**config.mk**
```make
export PLATFORM = sky130hd
export DESIGN_NAME = multicycle_ctrl
export DESIGN_NICKNAME = d
export VERILOG_FILES = /design/src/rtl/multicycle_pkg.sv /design/src/rtl/mem_wait_timer.sv /design/src/rtl/multicycle_ctrl.sv
export SDC_FILE = /design/constraint.sdc
export NUM_CORES = 1
export LEC_CHECK = 0
export ABC_CLOCK_PERIOD_IN_PS = 7900
export CAP_MARGIN = 20
export CORE_MARGIN = 2
export CORE_UTILIZATION = 35
export CTS_BUF_LIST = sky130_fd_sc_hd__clkbuf_4
export DETAILED_ROUTE_END_ITERATION = 10
export PLACE_DENSITY_LB_ADDON = 0.08
export SLEW_MARGIN = 40
export SYNTH_ARGS = -nofsm -noshare
export SYNTH_HDL_FRONTEND = slang
export SYNTH_SLANG_ARGS = --single-unit
```
**constraint.sdc**
```tcl
create_clock -name clock -period 7.9 [get_ports clock]
set_input_delay 0.79 -clock clock [delete_from_list [all_inputs] [get_ports clock]]
set_output_delay 0.79 -clock clock [all_outputs]
set_load 0.05 [all_outputs]
```
**src/rtl/multicycle_pkg.sv**
```systemverilog
// rtl/multicycle_pkg.sv - shared types and constants for the multicycle sequencing controller
package multicycle_pkg;

    typedef enum logic [2:0] {
        ST_FETCH  = 3'd0,
        ST_DECODE = 3'd1,
        ST_EXEC   = 3'd2,
        ST_MEM    = 3'd3,
        ST_WB     = 3'd4,
        ST_HALT   = 3'd5,
        ST_FAULT  = 3'd6
    } state_e;

    typedef enum logic [2:0] {
        OP_ALU_R   = 3'd0,
        OP_ALU_I   = 3'd1,
        OP_LOAD    = 3'd2,
        OP_STORE   = 3'd3,
        OP_BRANCH  = 3'd4,
        OP_JUMP    = 3'd5,
        OP_HALT    = 3'd6,
        OP_ILLEGAL = 3'd7
    } opclass_e;

    localparam logic [1:0] PC_SRC_SEQ    = 2'd0;
    localparam logic [1:0] PC_SRC_BRANCH = 2'd1;
    localparam logic [1:0] PC_SRC_JUMP   = 2'd2;

    localparam logic [1:0] FAULT_NONE          = 2'd0;
    localparam logic [1:0] FAULT_FETCH_TIMEOUT = 2'd1;
    localparam logic [1:0] FAULT_DATA_TIMEOUT  = 2'd2;
    localparam logic [1:0] FAULT_ILLEGAL_OP    = 2'd3;

endpackage

```
**src/rtl/mem_wait_timer.sv**
```systemverilog
// rtl/mem_wait_timer.sv - counts unanswered memory request cycles and flags a timeout
module mem_wait_timer #(
    parameter int TIMEOUT = 15
) (
    input  logic clock,
    input  logic reset,
    input  logic req,
    input  logic ready,
    input  logic clear,
    output logic expired
);

    localparam int            CW      = (TIMEOUT > 0) ? $clog2(TIMEOUT + 1) : 1;
    localparam logic [CW-1:0] LIMIT   = CW'(TIMEOUT);
    localparam bit            ENABLED = (TIMEOUT > 0);

    logic [CW-1:0] wait_cnt_q, wait_cnt_d;

    always_comb begin
        wait_cnt_d = wait_cnt_q;
        if (clear || ready) begin
            wait_cnt_d = '0;
        end else if (req) begin
            wait_cnt_d = wait_cnt_q + CW'(1);
        end
    end

    // A ready arriving on the limit cycle still completes the request.
    assign expired = ENABLED && req && !ready && (wait_cnt_q == LIMIT);

    always_ff @(posedge clock or negedge reset) begin
        if (!reset) begin
            wait_cnt_q <= '0;
        end else begin
            wait_cnt_q <= wait_cnt_d;
        end
    end

endmodule

```
**src/rtl/multicycle_ctrl.sv**
```systemverilog
// rtl/multicycle_ctrl.sv - FETCH/DECODE/EXEC/MEM/WB sequencer with timeout, halt and retire counters
module multicycle_ctrl
    import multicycle_pkg::*;
#(
    parameter int CNT_W   = 32,
    parameter int TIMEOUT = 15
) (
    input  logic             clock,
    input  logic             reset,
    input  logic             stall,
    input  logic [2:0]       opclass,
    input  logic             zero,
    input  logic             mem_ready,
    output logic             mem_req,
    output logic             mem_we,
    output logic             iord,
    output logic             ir_write,
    output logic             pc_write,
    output logic [1:0]       pc_src,
    output logic             reg_write,
    output logic             mem2reg,
    output logic [2:0]       state,
    output logic             halted,
    output logic             fault,
    output logic [1:0]       fault_code,
    output logic [CNT_W-1:0] cycles,
    output logic [CNT_W-1:0] instret
);

    state_e           state_q, state_d;
    opclass_e         op_q, op_d;
    logic [1:0]       fcode_q, fcode_d;
    logic [CNT_W-1:0] cycles_q, cycles_d;
    logic [CNT_W-1:0] instret_q, instret_d;
    logic             issued_q, issued_d;

    logic             stalled;
    logic             retire;
    logic             expired;
    logic             req_c, we_c, irw_c, pcw_c, rw_c;

    mem_wait_timer #(
        .TIMEOUT (TIMEOUT)
    ) u_timer (
        .clock   (clock),
        .reset   (reset),
        .req     (req_c),
        .ready   (mem_ready),
        .clear   (state_d != state_q),
        .expired (expired)
    );

    // Stall only freezes a memory phase before its request goes out.
    assign stalled = stall && !issued_q;

    always_comb begin
        state_d = state_q;
        op_d    = op_q;
        fcode_d = fcode_q;
        retire  = 1'b0;
        req_c   = 1'b0;
        we_c    = 1'b0;
        irw_c   = 1'b0;
        pcw_c   = 1'b0;
        rw_c    = 1'b0;
        iord    = 1'b0;
        pc_src  = PC_SRC_SEQ;
        mem2reg = 1'b0;

        case (state_q)
            ST_FETCH: begin
                if (!stalled) begin
                    req_c = 1'b1;
                    if (mem_ready) begin
                        irw_c   = 1'b1;
                        pcw_c   = 1'b1;
                        state_d = ST_DECODE;
                    end else if (expired) begin
                        fcode_d = FAULT_FETCH_TIMEOUT;
                        state_d = ST_FAULT;
                    end
                end
            end
            ST_DECODE: begin
                if (!stalled) begin
                    op_d = opclass_e'(opclass);
                    case (opclass_e'(opclass))
                        OP_JUMP: begin
                            pcw_c   = 1'b1;
                            pc_src  = PC_SRC_JUMP;
                            retire  = 1'b1;
                            state_d = ST_FETCH;
                        end
                        OP_HALT: begin
                            retire  = 1'b1;
                            state_d = ST_HALT;
                        end
                        OP_ILLEGAL: begin
                            fcode_d = FAULT_ILLEGAL_OP;
                            state_d = ST_FAULT;
                        end
                        default: state_d = ST_EXEC;
                    endcase
                end
            end
            ST_EXEC: begin
                if (!stalled) begin
                    case (op_q)
                        OP_LOAD, OP_STORE: state_d = ST_MEM;
                        OP_BRANCH: begin
                            pcw_c   = zero;
                            pc_src  = PC_SRC_BRANCH;
                            retire  = 1'b1;
                            state_d = ST_FETCH;
                        end
                        default: state_d = ST_WB;
                    endcase
                end
            end
            ST_MEM: begin
                iord = 1'b1;
                if (!stalled) begin
                    req_c = 1'b1;
                    we_c  = (op_q == OP_STORE);
                    if (mem_ready) begin
                        if (op_q == OP_STORE) begin
                            retire  = 1'b1;
                            state_d = ST_FETCH;
                        end else begin
                            state_d = ST_WB;
                        end
                    end else if (expired) begin
                        fcode_d = FAULT_DATA_TIMEOUT;
                        state_d = ST_FAULT;
                    end
                end
            end
            ST_WB: begin
                if (!stalled) begin
                    rw_c    = 1'b1;
                    mem2reg = (op_q == OP_LOAD);
                    retire  = 1'b1;
                    state_d = ST_FETCH;
                end
            end
            ST_HALT, ST_FAULT: ;
            default: state_d = ST_FETCH;
        endcase
    end

    assign issued_d  = req_c && !mem_ready && !expired;
    assign cycles_d  = (state_q == ST_HALT || state_q == ST_FAULT) ? cycles_q : cycles_q + CNT_W'(1);
    assign instret_d = instret_q + CNT_W'(retire);

    always_ff @(posedge clock or negedge reset) begin
        if (!reset) begin
            state_q   <= ST_FETCH;
            op_q      <= OP_ALU_R;
            fcode_q   <= FAULT_NONE;
            cycles_q  <= '0;
            instret_q <= '0;
            issued_q  <= 1'b0;
        end else begin
            state_q   <= state_d;
            op_q      <= op_d;
            fcode_q   <= fcode_d;
            cycles_q  <= cycles_d;
            instret_q <= instret_d;
            issued_q  <= issued_d;
        end
    end

    // Reset holds FETCH, so strobes are gated to stay quiet while reset is low.
    assign mem_req    = req_c & reset;
    assign mem_we     = we_c & reset;
    assign ir_write   = irw_c & reset;
    assign pc_write   = pcw_c & reset;
    assign reg_write  = rw_c & reset;
    assign state      = state_q;
    assign halted     = (state_q == ST_HALT);
    assign fault      = (state_q == ST_FAULT);
    assign fault_code = fcode_q;
    assign cycles     = cycles_q;
    assign instret    = instret_q;

endmodule

```
==> results of run 1 <==
-- flip-flops by register name, indices dropped and copies added (netlist names) --
signal and cells:
state 3, instret 32, u_timer.wait_cnt_q 4, issued_q 1
op_q 3, cycles 32, fault_code 2
-- cells in the final DEF, fill, tap and decap left out, types with 3 or more instances in the layout --
| master | synthesis | routed |
|---|---|---|
| clkbuf_4 | 0 | 10 |
| a21oi_1 | 4 | 4 |
| and2_1 | 13 | 13 |
| mux2_2 | 5 | 5 |
| dfrtp_1 | 77 | 75 |
| nand2_1 | 34 | 34 |
| ha_1 | 4 | 4 |
| xnor2_1 | 39 | 39 |
| and3_1 | 9 | 9 |
| clkdlybuf4s50_1 | 0 | 86 |
| nor4_1 | 7 | 7 |
| nand4_1 | 15 | 15 |
| nand3_1 | 23 | 23 |
| and4_1 | 5 | 5 |
| bufinv_16 | 0 | 3 |
| nor2b_1 | 3 | 3 |
| nor2_1 | 29 | 29 |
| nor3_1 | 14 | 14 |
| nand2b_1 | 4 | 4 |
| o21ai_0 | 7 | 7 |
| nand4b_1 | 3 | 3 |
| xor2_1 | 26 | 26 |
| inv_1 | 9 | 9 |
| buf_4 | 0 | 3 |
-- through the flow --
stage               cell area, um2  setup slack, ps  hold WS (ps)  total power, mW  std cells
finish                        5112             3910         309.6            1.351        609
global route                  5112             3701         304.8            1.434        609
CTS                           5111             3867         303.3            1.368        609
detailed placement            4926             3898         465.2            1.053        593
global placement              4925             3984         458.6            1.056        593
floorplan                     3915             3496         494.4           0.8952        374
-- layout make-up --
class	instances	share of cell area, %
Clock buffer	10	1.468
Inverter	9	0.6608
Tap cell	140	3.426
Multi-Input combinational cell	278	37.27
Clock inverter	6	2.154
Sequential cell	77	37.74
Timing Repair Buffer	89	17.28
-- worst register-to-register path, stage by stage (launching register included) --
cell	delay, ps
dfrtp_1	800
nand2b_1	250
nor4_1	540
a31oi_1	80
o21ai_0	140
ha_1	210
nand3_1	150
or2_2	360
or4_4	560
nor2_1	140
xor2_1	160
-- cell families (layout without fill, tap and decap cells) --
logic type	after synthesis	after routing	share of synthesized area [%]
AOI/OAI and AO/OA	29	29	5.593
xor gates and xnor gates	66	66	15.24
muxes	6	6	1.694
DFF	77	77	49.22
adders and majority gates	4	4	1.278
and+or+nand+nor	173	173	24.86
buffers and inverters	19	114	2.109
-- how the worst min path moves through the flow --
stage	to	depth (start not counted)	startpoint
final	instret[22]$_DFF_PN0_	1	reset
after global routing	instret[22]$_DFF_PN0_	1	reset
after CTS	instret[20]$_DFF_PN0_	1	reset
after detailed placement	cycles[31]$_DFFE_PN0P_	1	cycles[31]$_DFFE_PN0P_
after global placement	cycles[31]$_DFFE_PN0P_	1	cycles[31]$_DFFE_PN0P_
after floorplan	cycles[0]$_DFFE_PN0P_	0	reset
-- power by group through the flow --
stage | clock network, mW | registers (mW) | logic, mW
final | 0.304 | 0.549 | 0.498
after global routing | 0.332 | 0.563 | 0.538
after CTS | 0.320 | 0.547 | 0.502
after detailed placement | 0 | 0.553 | 0.500
after global placement | 0 | 0.555 | 0.500
after floorplan | 0 | 0.630 | 0.265
-- per-layer routing --
metal	vias to the layer above	track usage (%)	part of all wire (%)
li1	1495	-	-
met1	1469	22.34	49
met2	93	22.71	45
met3	5	4.505	5.6
met4	0	4.159	0.90
met5	-	0	0
==> metrics, run 1 <==
outcome=complete, no violations; critical path launch point type=register; overall routing resource usage=15.51%; Worst Setup SP=state[1]$_DFF_PN0_; die footprint=12050 um2; Setup Total Neg Slack=0 ps; PostCTS Resize Cnt=0; area grow syn2layout=30.58%; Post-synth EDFFs=0; Sink Count=77; slack of the worst reg-to-reg path=4440 ps; final net count=about 480; # rows=38; # Max-Cap Violations=0; Critical Path RT=7110 ps; Max Root-Sink Buffers=2; number of global-route vias before repair=2912; hold violation count in the final report=0; Routability Congestion=roughly 0.88; Hold WC Path Type=input pin to asynchronous set/reset pin; Vias=approximately 3100; Final Util=46.95%; postcts setup bufs=0; Leak=2.173 nW; Max Fclk=250.6 MHz; Setup Skew=16.79 ps; most frequent cell after synthesis=dfrtp_1; ANT nets after route=0; hold buffers post-CTS=0; post-synth top area cell=dfrtp_1; R2R depth=10; Fillers=1060; CTS tree=built; Switching Share=a little over two fifths; CP Capture Point=pc_write; Mapped Area=3915 um2; Synth Register Bits=77; DRC errors left=0; Crit path largest cell delay=800 ps; Initial Utilization=35.96%; Worst-Skew Late Latency=410 ps; DRC violation total after the first TritonRoute iteration=154; Die Span X=between 100 and 150 um; HPWL after DPL=6.321 mm; Internal=approximately 0.8 mW; total CTS buffers=9; Sequential Power Share=40.6%; CP arrival=3200 ps; CP Buf/Inv Count=1; RR Endpoint=instret[29]$_DFF_PN0_; Synth area leaders=dfrtp_1 49%, xnor2_1 8.7%, xor2_1 5.8%; clock power share=22.5%; P_sw=around 0.56 mW; Final setup viols=0; largest net degree at the start of global routing=44; storage element area=1929 um2; PortBufs=87; CORE AREA=around 11000 um2; worst rel slew slack=55.24%; GRT Residual Overflow=0; Syn. warnings=0; multi-input logic area=approximately 1900 um2; Root Buffer=clkbuf_4; fin. max-slew vios=0; drt pass-1 iters=4; pwr/cell area=264.3 nW/um2; Die Height=109.8 um; Period minus WS final=3990 ps; crit path cell chain=nand2b_1 -> nor4_1 -> a22o_1 -> and4_1 -> clkdlybuf4s50_1; initial antenna violation count=0; fraction of layout cells with a size suffix above 1=~7.7%; Post-Syn Area per Cell=around 10 um2; part of the Yosys area used for sequential elements=between 40% and 50%; worst slew pin tran=671.3 ps; first-pass GRT wire length=around 15 mm; synth cell count leaders=77 x dfrtp_1, 39 x xnor2_1, 34 x nand2_1; syn nets=386; post-synthesis async set-or-reset flop share=100.0%; Worst R2R Start=state[1]$_DFF_PN0_; H-Tree Depth=3; combinational fraction of design power=a little under two fifths; Ports=88; Worst Setup Path Type=register to output port; clk slew on worst S/H paths=130 ps; Gate Count Post-Synth=374; Tcrit/Tclk final=50.51%; wire per inst=14.46 um; n_diodes=0; Vias/cell=approximately 5.0; Primary FF master, synth=dfrtp_1; Yosys cell types=51; worst vdd ir=0.2586 mV; cell family contributing the most delay on the critical path=simple AND/OR/NAND/NOR gates; setup repair after global routing missed its margin=false; final WL=8.808 mm; CP max FO=19; area share of the largest cell type after synthesis=49.22%; slowest CP cell=dfrtp_1; crit path capture type=output port; WP depth=5
(Power assumes the default switching activity.)
==> run 2: changes to the inputs <==
--- a/config.mk
+++ b/config.mk
@@ -5,7 +5,7 @@
 export SDC_FILE = /design/constraint.sdc
 export NUM_CORES = 1
 export LEC_CHECK = 0
-export ABC_CLOCK_PERIOD_IN_PS = 7900
+export ABC_CLOCK_PERIOD_IN_PS = 3700
 export CAP_MARGIN = 20
 export CORE_MARGIN = 2
 export CORE_UTILIZATION = 35
==> constraint.sdc (replaced) <==
create_clock -name clock -period 3.7 [get_ports clock]
set_input_delay 0.37 -clock clock [delete_from_list [all_inputs] [get_ports clock]]
set_output_delay 0.37 -clock clock [all_outputs]
set_load 0.05 [all_outputs]
==> run 2 against run 1 <==
  * Global-route usage is 0.79 points higher
  * Combinational power is 140% higher
  * Hold slack gained 140 ps
  * Sequential share of layout area fell by 0.20 points
  * Final area rose by 0.39%
  * Die area stayed put
  * Largest cell class unchanged
  * Largest power group is now combinational cells
  * Critical path type unchanged
==> metrics, run 2 (synthesis gave the netlist of run 1 again) <==
most common cell after layout, fill and taps aside=clkdlybuf4s50_1; total CTS buffers=9 (unchanged); Max Root-Sink Buffers=2 (unchanged); die footprint=12050 um2 (unchanged); Crit path largest cell delay=800 ps (about the same); RR Endpoint=instret[29]$_DFF_PN0_; H-Tree Depth=3 (unchanged); wire per inst=14.97 um (+3.5%); DRC violation total after the first TritonRoute iteration=96 (-38%); WP depth=5 (unchanged); pwr/cell area=548.3 nW/um2 (+110%); PostCTS Resize Cnt=0 (unchanged); first-pass GRT wire length=15.22 mm (+4.2%); Sink Count=77 (unchanged); Setup Skew=14.69 ps (-2.099 ps); Root Buffer=clkbuf_4; crit path capture type=output port; final net count=483 (+1.5%); HPWL after DPL=6.822 mm (+7.9%); Routability Congestion=0.8476 (-3.3%); Setup Total Neg Slack=0 ps (unchanged); area grow syn2layout=31.10%; Critical Path RT=3330 ps (-3780 ps); # rows=38 (unchanged); worst rel slew slack=56.79% (+1.5 points); fin. max-slew vios=0 (unchanged); R2R depth=9 (-1); postcts setup bufs=0 (unchanged); GRT Residual Overflow=0 (unchanged); worst vdd ir=0.4218 mV (+63%); Tcrit/Tclk final=approximately 87%; Design Area, Final=5132 um2 (+0.39%); Leak=2.188 nW (+0.69%); CP Buf/Inv Count=2 (+1); hold violation count in the final report=0 (unchanged); slowest CP cell=clkdlybuf4s50_1; Fillers=1088 (+2.6%); outcome=complete, no violations; CP arrival=2850 ps (-350 ps); Die Span X=109.8 um (unchanged); n_diodes=0 (unchanged); ANT nets after route=0 (unchanged); Worst R2R Start=state[2]$_DFF_PN0_; Ports=88 (unchanged); clk slew on worst S/H paths=120 ps (about the same); PortBufs=87 (unchanged); total chip power=2.814 mW (+110%); final WL=9.222 mm (+4.7%); CTS tree=built; largest net degree at the start of global routing=49 (+11%); Vias/cell=5.031 (about the same); fraction of layout cells with a size suffix above 1=8.613% (+0.94 points); drt pass-1 iters=4 (unchanged); Vias=3099 (+1.2%); DRC errors left=0 (unchanged); Die Height=109.8 um (unchanged); Post-DP Area=4985 um2 (+1.2%); # Max-Cap Violations=0 (unchanged); number of global-route vias before repair=3061 (+5.1%); overall routing resource usage=16.30% (+0.79 points); commonest cells after routing, fill and taps aside=86 x clkdlybuf4s50_1, 77 x dfrtp_1, 39 x xnor2_1; Hold WC Path Type=input pin to asynchronous set/reset pin; slack of the worst reg-to-reg path=780 ps (-3660 ps); cell family contributing the most delay on the critical path=buffers and inverters; Worst Setup Path Type=register to output port; crit path cell chain=buf_4 -> nor3_1 -> a22o_1 -> and4_1 -> clkdlybuf4s50_1; initial antenna violation count=0 (unchanged); critical path launch point type=register; CORE AREA=10890 um2 (unchanged); setup repair after global routing missed its margin=false; CP max FO=21 (+2); Initial Utilization=35.96% (unchanged); Final setup viols=0 (unchanged); worst slew pin tran=642.2 ps (-29.14 ps); Worst-Skew Late Latency=420 ps (about the same); Period minus WS final=around 3200 ps; Max Fclk=310.6 MHz
-- run 2: cell count changes in the layout (fill, tap and decap cells not counted), sizes merged --
cell,before,now
clkinvlp,1,2
buf,3,9
dlygate4sd3,0,1
clkinv,1,2
bufinv,3,1
-- run 2: report_power, final --
group | switching (mW) | internal [mW]
logic | 0.776 | 0.418
clock network | 0.304 | 0.213
registers | 0.155 | 0.948
total | 1.24 | 1.58
-- run 2: worst max path at each step --
stage	startpoint	to	slack (ps)
3_3_place_gp	stall	instret[31]$_DFF_PN0_	590
2_1_floorplan	state[0]$_DFF_PN0_	instret[27]$_DFF_PN0_	250
4_1_cts	state[2]$_DFF_PN0_	pc_write	470
3_5_place_dp	stall	instret[31]$_DFF_PN0_	510
6_report	state[2]$_DFF_PN0_	pc_write	480
5_1_grt	state[2]$_DFF_PN0_	pc_write	330
-- run 2: routing by layer --
metal / share of wire, % / vias to the layer above / GRT usage [%]
met3: 4.7 / 13 / 4.268
met1: 47 / 1515 / 21.87
met4: 1.5 / 0 / 5.063
met5: 0 / - / 0
li1: - / 1503 / -
met2: 47 / 68 / 25.75
-- run 2: through the flow --
step	hold slack, ps	setup WS, ps	util (%)	instances
6_report	453.1	480.4	47.14	616
3_3_place_gp	362.2	592.7	45.78	599
5_1_grt	470.1	330.4	47.14	616
2_1_floorplan	74.41	250.5	-	374
3_5_place_dp	352.9	513.1	45.78	599
4_1_cts	438.7	468.2	47.14	616
-- run 2: timing repair --
item | 4_1_cts | 5_1_grt
endpoints found under the setup margin | 0 | 0
hold buffers | 1 | 0
endpoints found under the hold margin | 29 | 0
-- run 2: final cells by class --
cell class	instances	area (um2)	share of cell area (%)
flip-flops and latches	77	1927	37.54
multi-input cells	278	1921	37.42
repair buffers	96	938.4	18.28
well taps	140	175.2	3.413
clock buffers	10	75.07	1.463
clock inverters	6	62.56	1.219
inverters	9	33.78	0.6582
-- run 2: worst reg2reg max path: cells and delay by family (launching register included) --
family / cells / cell delay [ps]
simple gates: 4 / 1220
flops: 1 / 690
buf+inv: 1 / 330
compound gates: 2 / 260
fa+ha+maj: 1 / 210
xor+xnor: 1 / 160
